===== src/rtl/rf_black_widow_insn_queue_pkg.sv =====
// rtl/rf_black_widow_insn_queue_pkg.sv - shared types and constants for the instruction queue
package rfBlackWidowPkg;

    localparam int QDEPTH_DEFAULT = 8;
    localparam int INSN_W         = 40;
    localparam int ADDR_W         = 32;

    typedef logic [INSN_W-1:0] Instruction;
    typedef logic [ADDR_W-1:0] Address;
    typedef logic [6:0]        Opcode;

    typedef struct packed {
        Instruction ins;
        Address     pc;
    } InsnQueueEntry;

    localparam Opcode OP_ADD  = 7'h01;
    localparam Opcode OP_ADDI = 7'h04;
    localparam Opcode OP_ORI  = 7'h05;
    localparam Opcode OP_LDO  = 7'h10;
    localparam Opcode OP_CON1 = 7'h50;
    localparam Opcode OP_CON2 = 7'h51;
    localparam Opcode OP_CON3 = 7'h52;
    localparam Opcode OP_NOP  = 7'h3F;

    localparam Instruction NOP_INSN = {33'd0, OP_NOP};

    // Opcode lives in the low seven bits of every instruction.
    function automatic Opcode get_op(input Instruction ins);
        return ins[6:0];
    endfunction

endpackage


===== src/rtl/rf_black_widow_insn_queue_postfix_count.sv =====
// rtl/rf_black_widow_insn_queue_postfix_count.sv - CON postfix chain length and window-valid decode
module rf_black_widow_postfix_count
    import rfBlackWidowPkg::*;
#(
    parameter int CW = 4
) (
    input  Opcode         op1_i,
    input  Opcode         op2_i,
    input  Opcode         op3_i,
    input  logic [CW-1:0] count_i,
    output logic [1:0]    n_o,
    output logic          win_v_o
);

    logic has1, has2, has3;

    always_comb begin
        has1 = (count_i >= CW'(2)) && (op1_i == OP_CON1);
        has2 = has1 && (count_i >= CW'(3)) && (op2_i == OP_CON2);
        has3 = has2 && (count_i >= CW'(4)) && (op3_i == OP_CON3);
        n_o  = has3 ? 2'd3 : has2 ? 2'd2 : has1 ? 2'd1 : 2'd0;
        // A chain shorter than three needs one trailing entry to prove it has ended.
        win_v_o = (count_i >= (CW'(n_o) + CW'(2))) || has3;
    end

endmodule


===== src/rtl/rf_black_widow_insn_queue.sv =====
// rtl/rf_black_widow_insn_queue.sv - dual-enqueue instruction queue presenting a postfix-aware decode window
module rf_black_widow_insn_queue
    import rfBlackWidowPkg::*;
#(
    parameter int QDEPTH = QDEPTH_DEFAULT
) (
    input  logic       clk_i,
    input  logic       rst_i,
    input  logic       flush_i,
    input  logic [1:0] ins_v_i,
    input  Instruction ins0_i,
    input  Instruction ins1_i,
    input  Address     pc0_i,
    input  Address     pc1_i,
    output logic       rdy_o,
    input  logic       dec_rdy_i,
    output logic       win_v_o,
    output Instruction ir_o,
    output Instruction ir1_o,
    output Instruction ir2_o,
    output Instruction ir3_o,
    output Address     pc_o,
    output logic [1:0] npfx_o
);

    localparam int PW = $clog2(QDEPTH);
    localparam int CW = PW + 1;

    InsnQueueEntry mem [QDEPTH];
    logic [PW-1:0] head, tail;
    logic [CW-1:0] count;

    InsnQueueEntry e0, e1, e2, e3;
    logic [1:0]    n, nin;
    logic [2:0]    adv;
    logic          win_v, deq;

    always_comb begin
        e0 = mem[head];
        e1 = mem[head + PW'(1)];
        e2 = mem[head + PW'(2)];
        e3 = mem[head + PW'(3)];
    end

    rf_black_widow_postfix_count #(.CW(CW)) u_pfx (
        .op1_i   (get_op(e1.ins)),
        .op2_i   (get_op(e2.ins)),
        .op3_i   (get_op(e3.ins)),
        .count_i (count),
        .n_o     (n),
        .win_v_o (win_v)
    );

    always_comb begin
        rdy_o = (CW'(QDEPTH) - count) >= CW'(2);
        nin   = 2'd0;
        // Slot 1 without slot 0 is not a legal fetch pattern and is dropped.
        if (rdy_o && ins_v_i[0])
            nin = ins_v_i[1] ? 2'd2 : 2'd1;
        deq = win_v && dec_rdy_i;
        adv = {1'b0, n} + 3'd1;
    end

    always_ff @(posedge clk_i) begin
        if (rst_i || flush_i) begin
            head  <= '0;
            tail  <= '0;
            count <= '0;
        end else begin
            tail  <= tail + PW'(nin);
            head  <= deq ? head + PW'(adv) : head;
            count <= count + CW'(nin) - (deq ? CW'(adv) : CW'(0));
        end
    end

    always_ff @(posedge clk_i) begin
        if (!rst_i && !flush_i) begin
            if (nin != 2'd0)
                mem[tail] <= '{ins: ins0_i, pc: pc0_i};
            if (nin == 2'd2)
                mem[tail + PW'(1)] <= '{ins: ins1_i, pc: pc1_i};
        end
    end

    always_comb begin
        win_v_o = win_v;
        ir_o    = win_v ? e0.ins : NOP_INSN;
        ir1_o   = (win_v && n >= 2'd1) ? e1.ins : NOP_INSN;
        ir2_o   = (win_v && n >= 2'd2) ? e2.ins : NOP_INSN;
        ir3_o   = (win_v && n == 2'd3) ? e3.ins : NOP_INSN;
        pc_o    = win_v ? e0.pc : '0;
        npfx_o  = win_v ? n : 2'd0;
    end

endmodule


===== config.mk =====
export PLATFORM = sky130hd
export DESIGN_NAME = rf_black_widow_insn_queue
export DESIGN_NICKNAME = d
export VERILOG_FILES = /design/src/rtl/rf_black_widow_insn_queue_pkg.sv /design/src/rtl/rf_black_widow_insn_queue_postfix_count.sv /design/src/rtl/rf_black_widow_insn_queue.sv
export SDC_FILE = /design/constraint.sdc
export NUM_CORES = 1
export LEC_CHECK = 0
export CAP_MARGIN = 20
export CORE_MARGIN = 2
export CORE_UTILIZATION = 59
export DETAILED_ROUTE_END_ITERATION = 8
export GPL_ROUTABILITY_DRIVEN = 0
export PLACE_DENSITY = 0.83
export RECOVER_POWER = 100
export SYNTH_ARGS = -nofsm -noshare
export SYNTH_HDL_FRONTEND = slang
export SYNTH_SLANG_ARGS = --single-unit
export TNS_END_PERCENT = 20

===== constraint.sdc =====
create_clock -name clk_i -period 11.32 [get_ports clk_i]
set_input_delay 2.264 -clock clk_i [delete_from_list [all_inputs] [get_ports clk_i]]
set_output_delay 2.264 -clock clk_i [all_outputs]
set_load 0.01 [all_outputs]

==> impl_results.md, run 1 <==
* Static Leak at 13.8 nW
* Synthesized flop and latch total at 589
* Clk root buf: clkbuf_16
* DR DRC count at 0
* Max_cap viols at 36
* Slew Limit Headroom at -206%
* First-pass GRT wire length at 164000 µm
* Final worst-path cycle share at 94.1%
* Min-Delay Path Class: reg2reg
* Vias in the first global route at 26100
* Cells after DPL at 3511
* RSZ-0062 raised after global routing: false
* CP max FO at 54
* Core area at 63200 µm²
* Worst Tran Pin Value at 4.59 ns
* TritonCTS Buffers at 59
* Yosys warning count at 0
* Crit end category: output port
* Initial core utilization at 59.8%
* Clock sink count at 589
* Syn-to-layout area delta at 15.6%
* Met2 Routed Length at 53900 µm
* Post-synth EDFFs at 576
* Failing checks: max-capacitance violations, max-slew violations
* DP HPWL at 64900 µm
* Yosys top cell area share at 45.8%
* Commonest cells in the netlist: mux2_2, edfxtp_1, mux4_2
* Die Ht at 257 µm
* Count leader, synth: mux2_2
* Setup WS post-layout at 0.664 ns
* Placement Cell Area at 42000 µm²
* Synth area leaders: edfxtp_1, mux4_2, mux2_2, mux2i_1, nor2_1
* Nets at 2899
* Die area at 66100 µm²
* Largest net degree at the start of global routing at 121
* Worst clock skew at 0.0169 ns
* Initial DRC Count at 2575
* Setup Slack @ Placement at 1.71 ns
* Final Setup Violations at 0
* Design area at 43700 µm²
* # port buffers at 342
* Total congestion overflow at 0
* Crit path launch type: flop
* Skew-Pair Late Insertion Delay at 0.65 ns
* Antenna Nets Post-Route at 0
* I/O pin cnt at 346
* CTS tree: done
* Final Non-Filler Cells at 3636
* CTS Hold Bufs at 0
* Setup CP Type: reg2out
* Share of cells above drive strength 1 at 38.6%
* Register area share after synthesis at 46.5%
* Total GRT Usage at 33.1%
* Top Layer Used: met5
* Initial antenna violation count at 25
* Post-CTS Repair Setup Buffers at 0
* Synth Flop Type: edfxtp_1
* PwrDens at 142 nW/µm²
* DR vias/cell at 6.98
* FFs w/ async S/R, synth at 0%
* Via count at 25400
* Status: finished with violations
* Max-slew violations at 1171
* Met3 WL at 11800 µm
* Routed WL per cell at 30.2 µm
* DRT met1 WL at 39200 µm
* Critical path arrival at 8.39 ns
* Number of distinct library cells after synthesis at 61
* Peak supply drop at 0.168 mV
* Dominant cell type by area after synthesis: edfxtp_1
* TNS Setup at 0 ns
* Fmax at 93.8 MHz
* Syn Area/Cell at 15.2 µm²
* Hold Fails Final Rpt at 0
* Cell Area, Synth at 37800 µm²
* DRT Wirelength at 110000 µm
* Tmin final at 10.66 ns
* Maximum clock path buffer count at 3
* # rows at 92
* CTS clk-pin slew, worst paths at 0.06 ns
* Die Width at 257 µm
* Resized cells post-CTS at 0
* First-pass DRT Iterations at 6
* H-tree depth at 2
* Critical path data required time at 9.06 ns
* Cells after Synth at 2486
cells in the final DEF (no fill, tap or decap), drive strengths merged, types with 3 or more instances in the layout:
cell           Yosys  final
mux2i            185    185
and3              34     34
o21bai             5      5
clkinvlp           0      5
nor3              10     10
buf               96     19
o22ai              9      9
a211oi            38     38
dlygate4sd3        0    174
fa                 4      4
and2               7      7
conb               1      3
nor2             195    195
mux4             330    330
o211ai             3      3
nand2b             7      7
ha                17     17
diode              0     12
bufinv             0      4
nand3             15     15
or2                7      7
o2111ai           10     10
inv               22     23
xnor2              5      5
a21oi             44     44
nand2             52     52
clkinv             0     23
nand4              7      7
nor2b              4      4
o21ai             33     33
mux2             611    611
clkdlybuf4s50      0    168
xor2               4      4
dfxtp             13     13
edfxtp           576    576
nor4               4      4
clkbuf           116    108
through the flow:
stage | hold WS [ns] | utilization (%) | power (mW)
CTS | 0.666 | 69.4 | 6.26
floorplan | 0.603 | - | 3.67
global route | 0.717 | 69.1 | 6.41
finish | 0.670 | 69.1 | 6.19
detailed placement | 0.646 | 66.4 | 4.34
global placement | 0.625 | 66.3 | 4.29
kinds of logic (layout without fill, tap and decap cells):
logic type / Yosys count / after routing / synth area share [%]
simple gates: 350 / 350 / 4.24
flops: 589 / 589 / 46.5
other cells: 1 / 15 / 0.00992
compound gates: 156 / 156 / 2.71
mux: 1126 / 1126 / 42.8
fa+ha+maj: 21 / 21 / 0.775
buf+inv: 234 / 524 / 2.75
xor+xnor: 9 / 9 / 0.278
worst paths after layout:
| path | depth (start not counted) | from | slack [ns] | endpoint |
|---|---|---|---|---|
| max | 17 | head[0] | 0.66 | ir2_o[14] |
| min | 2 | tail[0] | 0.67 | tail[0] |
| max reg2reg | 22 | head[0] | 2.83 | count[2] |
| min reg2reg | 2 | tail[0] | 0.67 | tail[0] |
layout make-up:
type	count	area [µm²]
Antenna cell	12	30.0
Clock buffer	78	1600
Clock inverter	33	312
Fill cell	4152	19500
Inverter	22	92.6
Multi-Input combinational cell	1665	19300
Sequential cell	589	17600
Tap cell	846	1060
Timing Repair Buffer	391	3730
critical path: stages, from the launching register on:
cell and delay (ns):
dfxtp_1 0.43, buf_4 0.82, buf_4 0.81, mux2i_1 0.23, mux4_2 0.52, nor2b_1 0.16
o2111ai_2 0.22, or2_2 0.43, a21oi_1 0.34, ha_1 0.30, nand2b_1 0.15, a21o_1 0.19
a211oi_1 0.68, inv_1 0.39, o2111ai_4 0.78, clkbuf_2 0.59, nor2_1 0.12, clkdlybuf4s50_1 0.51
power by group:
group,internal (mW),total [mW],leakage [nW],switching (mW)
registers,2.47,2.53,5.30,0.0613
logic,0.816,1.72,7.62,0.903
clock network,1.09,1.95,0.918,0.857
metal layers:
metal	GRT usage (%)	up-vias
met4	14.3	30
met3	8.10	345
li1	-	10600
met2	54.4	1540
met5	0	-
met1	42.1	12900
sequential cells by signal (all words and copies together), names as in the netlist, named ones only:
signal and flops:
head 3, mem 576, count 4, tail 3
Note: power is estimated with default switching activity, not from simulation.
==> run 2, diff against run 1 <==
--- a/config.mk
+++ b/config.mk
@@ -6,11 +6,14 @@
 export NUM_CORES = 1
 export LEC_CHECK = 0
 export CAP_MARGIN = 20
+export CELL_PAD_IN_SITES_DETAIL_PLACEMENT = 1
+export CELL_PAD_IN_SITES_GLOBAL_PLACEMENT = 1
 export CORE_MARGIN = 2
-export CORE_UTILIZATION = 59
+export CORE_UTILIZATION = 55
 export DETAILED_ROUTE_END_ITERATION = 8
+export DONT_BUFFER_PORTS = 1
 export GPL_ROUTABILITY_DRIVEN = 0
-export PLACE_DENSITY = 0.83
+export PLACE_DENSITY = 0.82
 export RECOVER_POWER = 100
 export SYNTH_ARGS = -nofsm -noshare
 export SYNTH_HDL_FRONTEND = slang
==> impl_results.md, run 2 (synthesized netlist as in run 1, its figures left out) <==
* Status: finished with violations
* Failing checks: max-capacitance violations, max-slew violations
* DRT met1 WL at 44200 µm
* Die Width at 266 µm
* Crit end category: output port
* Peak supply drop at 0.132 mV
* Routed WL per cell at 36.2 µm
* CTS clk-pin slew, worst paths at 0.06 ns
* First-pass GRT wire length at 176000 µm
* Setup crit end: npfx_o[0]
* CP max FO at 74
* Setup CP Type: reg2out
* DRT Wirelength at 120000 µm
* Critical path data required time at 9.06 ns
* Max incr delay on CP at 0.98 ns
* Nets at 2564
* Initial antenna violation count at 0
* Crit path launch type: flop
* Final worst-path cycle share at 95.1%
* # port buffers at 0
* DR DRC count at 0
* Die Ht at 266 µm
* Skew-Pair Late Insertion Delay at 0.62 ns
* Crit path top cell by count: a21oi_1
* Post-CTS Repair Setup Buffers at 0
* Max FFs per register at 576
* Largest Register: mem
* Tmin final at 10.77 ns
* RR Endpoint: count[3]
* # rows at 96
* Slew Limit Headroom at -232%
* R2r setup slk at 2.16 ns
* Largest net degree at the start of global routing at 107
* Worst Tran Pin Value at 4.98 ns
* CTS tree: done
* Clock power share at 35.0%
* Share of cells above drive strength 1 at 43.1%
* Sw Pwr at 1.83 mW
* Initial DRC Count at 2104
* Total congestion overflow at 0
* Delay-heaviest family, CP: compound AO/OA/AOI/OAI gates
* Max-slew violations at 1210
* Antenna Nets Post-Route at 0
* First-pass DRT Iterations at 5
* Initial core utilization at 55.3%
* Switching Share at 29.7%
* Antenna Cells at 0
* DP HPWL at 70700 µm
* CTS Hold Bufs at 0
* # fillers at 6158
* R2R depth at 22
* Resized cells post-CTS at 0
* TNS Setup at 0 ns
* PwrDens at 152 nW/µm²
* Maximum clock path buffer count at 3
* Critical path depth at 15
* Critical path cell sequence: inv_8 -> ha_4 -> buf_4 -> o41ai_1 -> nor4_4 -> nand2_1 -> a21oi_1 -> ha_1 -> nand2b_1 -> a21o_1 -> a211oi_1 -> inv_1 -> o21bai_1 -> clkbuf_2 -> a21oi_1
* Worst Setup SP: head[0]
* Commonest non-fill, non-tap cell in the layout: mux2_2
* Flop pwr share at 41.3%
* Die area at 70800 µm²
* Pint at 4.33 mW
* Min-Delay Path Class: reg2reg
* CP bufs+invs at 4
* I/O pin cnt at 346
* Seq. cell area at 17600 µm²
* Top Layer Used: met4
* Clock sink count at 589
* Worst clock skew at 0.0202 ns
* H-tree depth at 3
* TritonCTS Buffers at 68
* Area of the multi-input gates at 19200 µm²
* Core area at 68300 µm²
* Clk root buf: clkbuf_16
* DR vias/cell at 7.30
* Max_cap viols at 39
* Fmax at 92.9 MHz
* Top Registers: mem x576, count x4
* Slowest cell on crit path: clkbuf_2
* Most frequent cells in the layout: mux2_2, edfxtp_1, mux4_2, nor2_1, mux2i_1
* Critical path arrival at 8.50 ns
* Met3 WL at 10700 µm
* Vias in the first global route at 26000
* Fin util at 59.1%
* Hold Fails Final Rpt at 0
* Syn-to-layout area delta at 6.89%
* Comb pwr share at 23.6%
* Met2 Routed Length at 60900 µm
* RR Startpoint: head[0]
* Total GRT Usage at 33.9%
* Static Leak at 12.2 nW
* RSZ-0062 raised after global routing: false
* Via count at 24300
* Final Setup Violations at 0
-- run 2: changes by cell type in the layout (fill, tap and decap cells not counted), moves of 6 or more --
cell / change
dlygate4sd3_1: -174
clkdlybuf4s50_1: -168
mux2_1: +15
mux2_2: -15
diode_2: -12
clkbuf_16: +10
inv_6: +6
-- run 2: worst min path at each step --
stage	depth (start not counted)	slack, ns	endpoint	from
finish	2	0.67	tail[2]	tail[2]
global route	2	0.71	tail[2]	tail[2]
CTS	2	0.71	tail[0]	tail[0]
detailed placement	2	0.67	tail[0]	tail[0]
global placement	2	0.64	tail[0]	tail[0]
floorplan	2	0.60	tail[0]	tail[0]
-- run 2: metrics by stage --
step / setup slack [ns] / area, µm² / cells / power (mW) / hold WS (ns)
final: 0.554 / 40400 / 3322 / 6.15 / 0.671
after global routing: 0.283 / 40400 / 3322 / 6.34 / 0.715
after global placement: 1.80 / 38500 / 3203 / 3.97 / 0.645
after detailed placement: 1.48 / 38600 / 3204 / 4.03 / 0.669
after floorplan: 2.38 / 37800 / 2488 / 3.67 / 0.603
after CTS: 0.863 / 40700 / 3321 / 6.18 / 0.706
-- run 2: final cells by class --
class                   instances  share of cell area (%)
inverters                      22                   0.226
clock inverters                30                   0.719
well taps                     882                    2.73
multi-input cells            1665                    47.6
flip-flops and latches        589                    43.5
clock buffers                  87                    4.52
repair buffers                 47                   0.669
-- run 2: tightest hold or removal path: cells and delay by family (launching register included) --
kind | cells | cell delay [ns]
and+or+nand+nor | 1 | 0.05
xor gates and xnor gates | 1 | 0.18
DFF | 1 | 0.39
-- run 2: layer usage --
metal	GRT usage, %	vias up
met2	58.3	1244
met1	42.0	12800
met4	12.4	0
li1	-	9903
met3	7.74	269
met5	0	-
-- run 2: power by group through the flow --
| stage | clock network, mW | logic, mW | registers, mW |
|---|---|---|---|
| after floorplan | 0 | 1.13 | 2.54 |
| after global placement | 0 | 1.39 | 2.58 |
| after detailed placement | 0 | 1.45 | 2.58 |
| after CTS | 2.18 | 1.46 | 2.54 |
| after global routing | 2.25 | 1.54 | 2.55 |
| final | 2.16 | 1.45 | 2.54 |
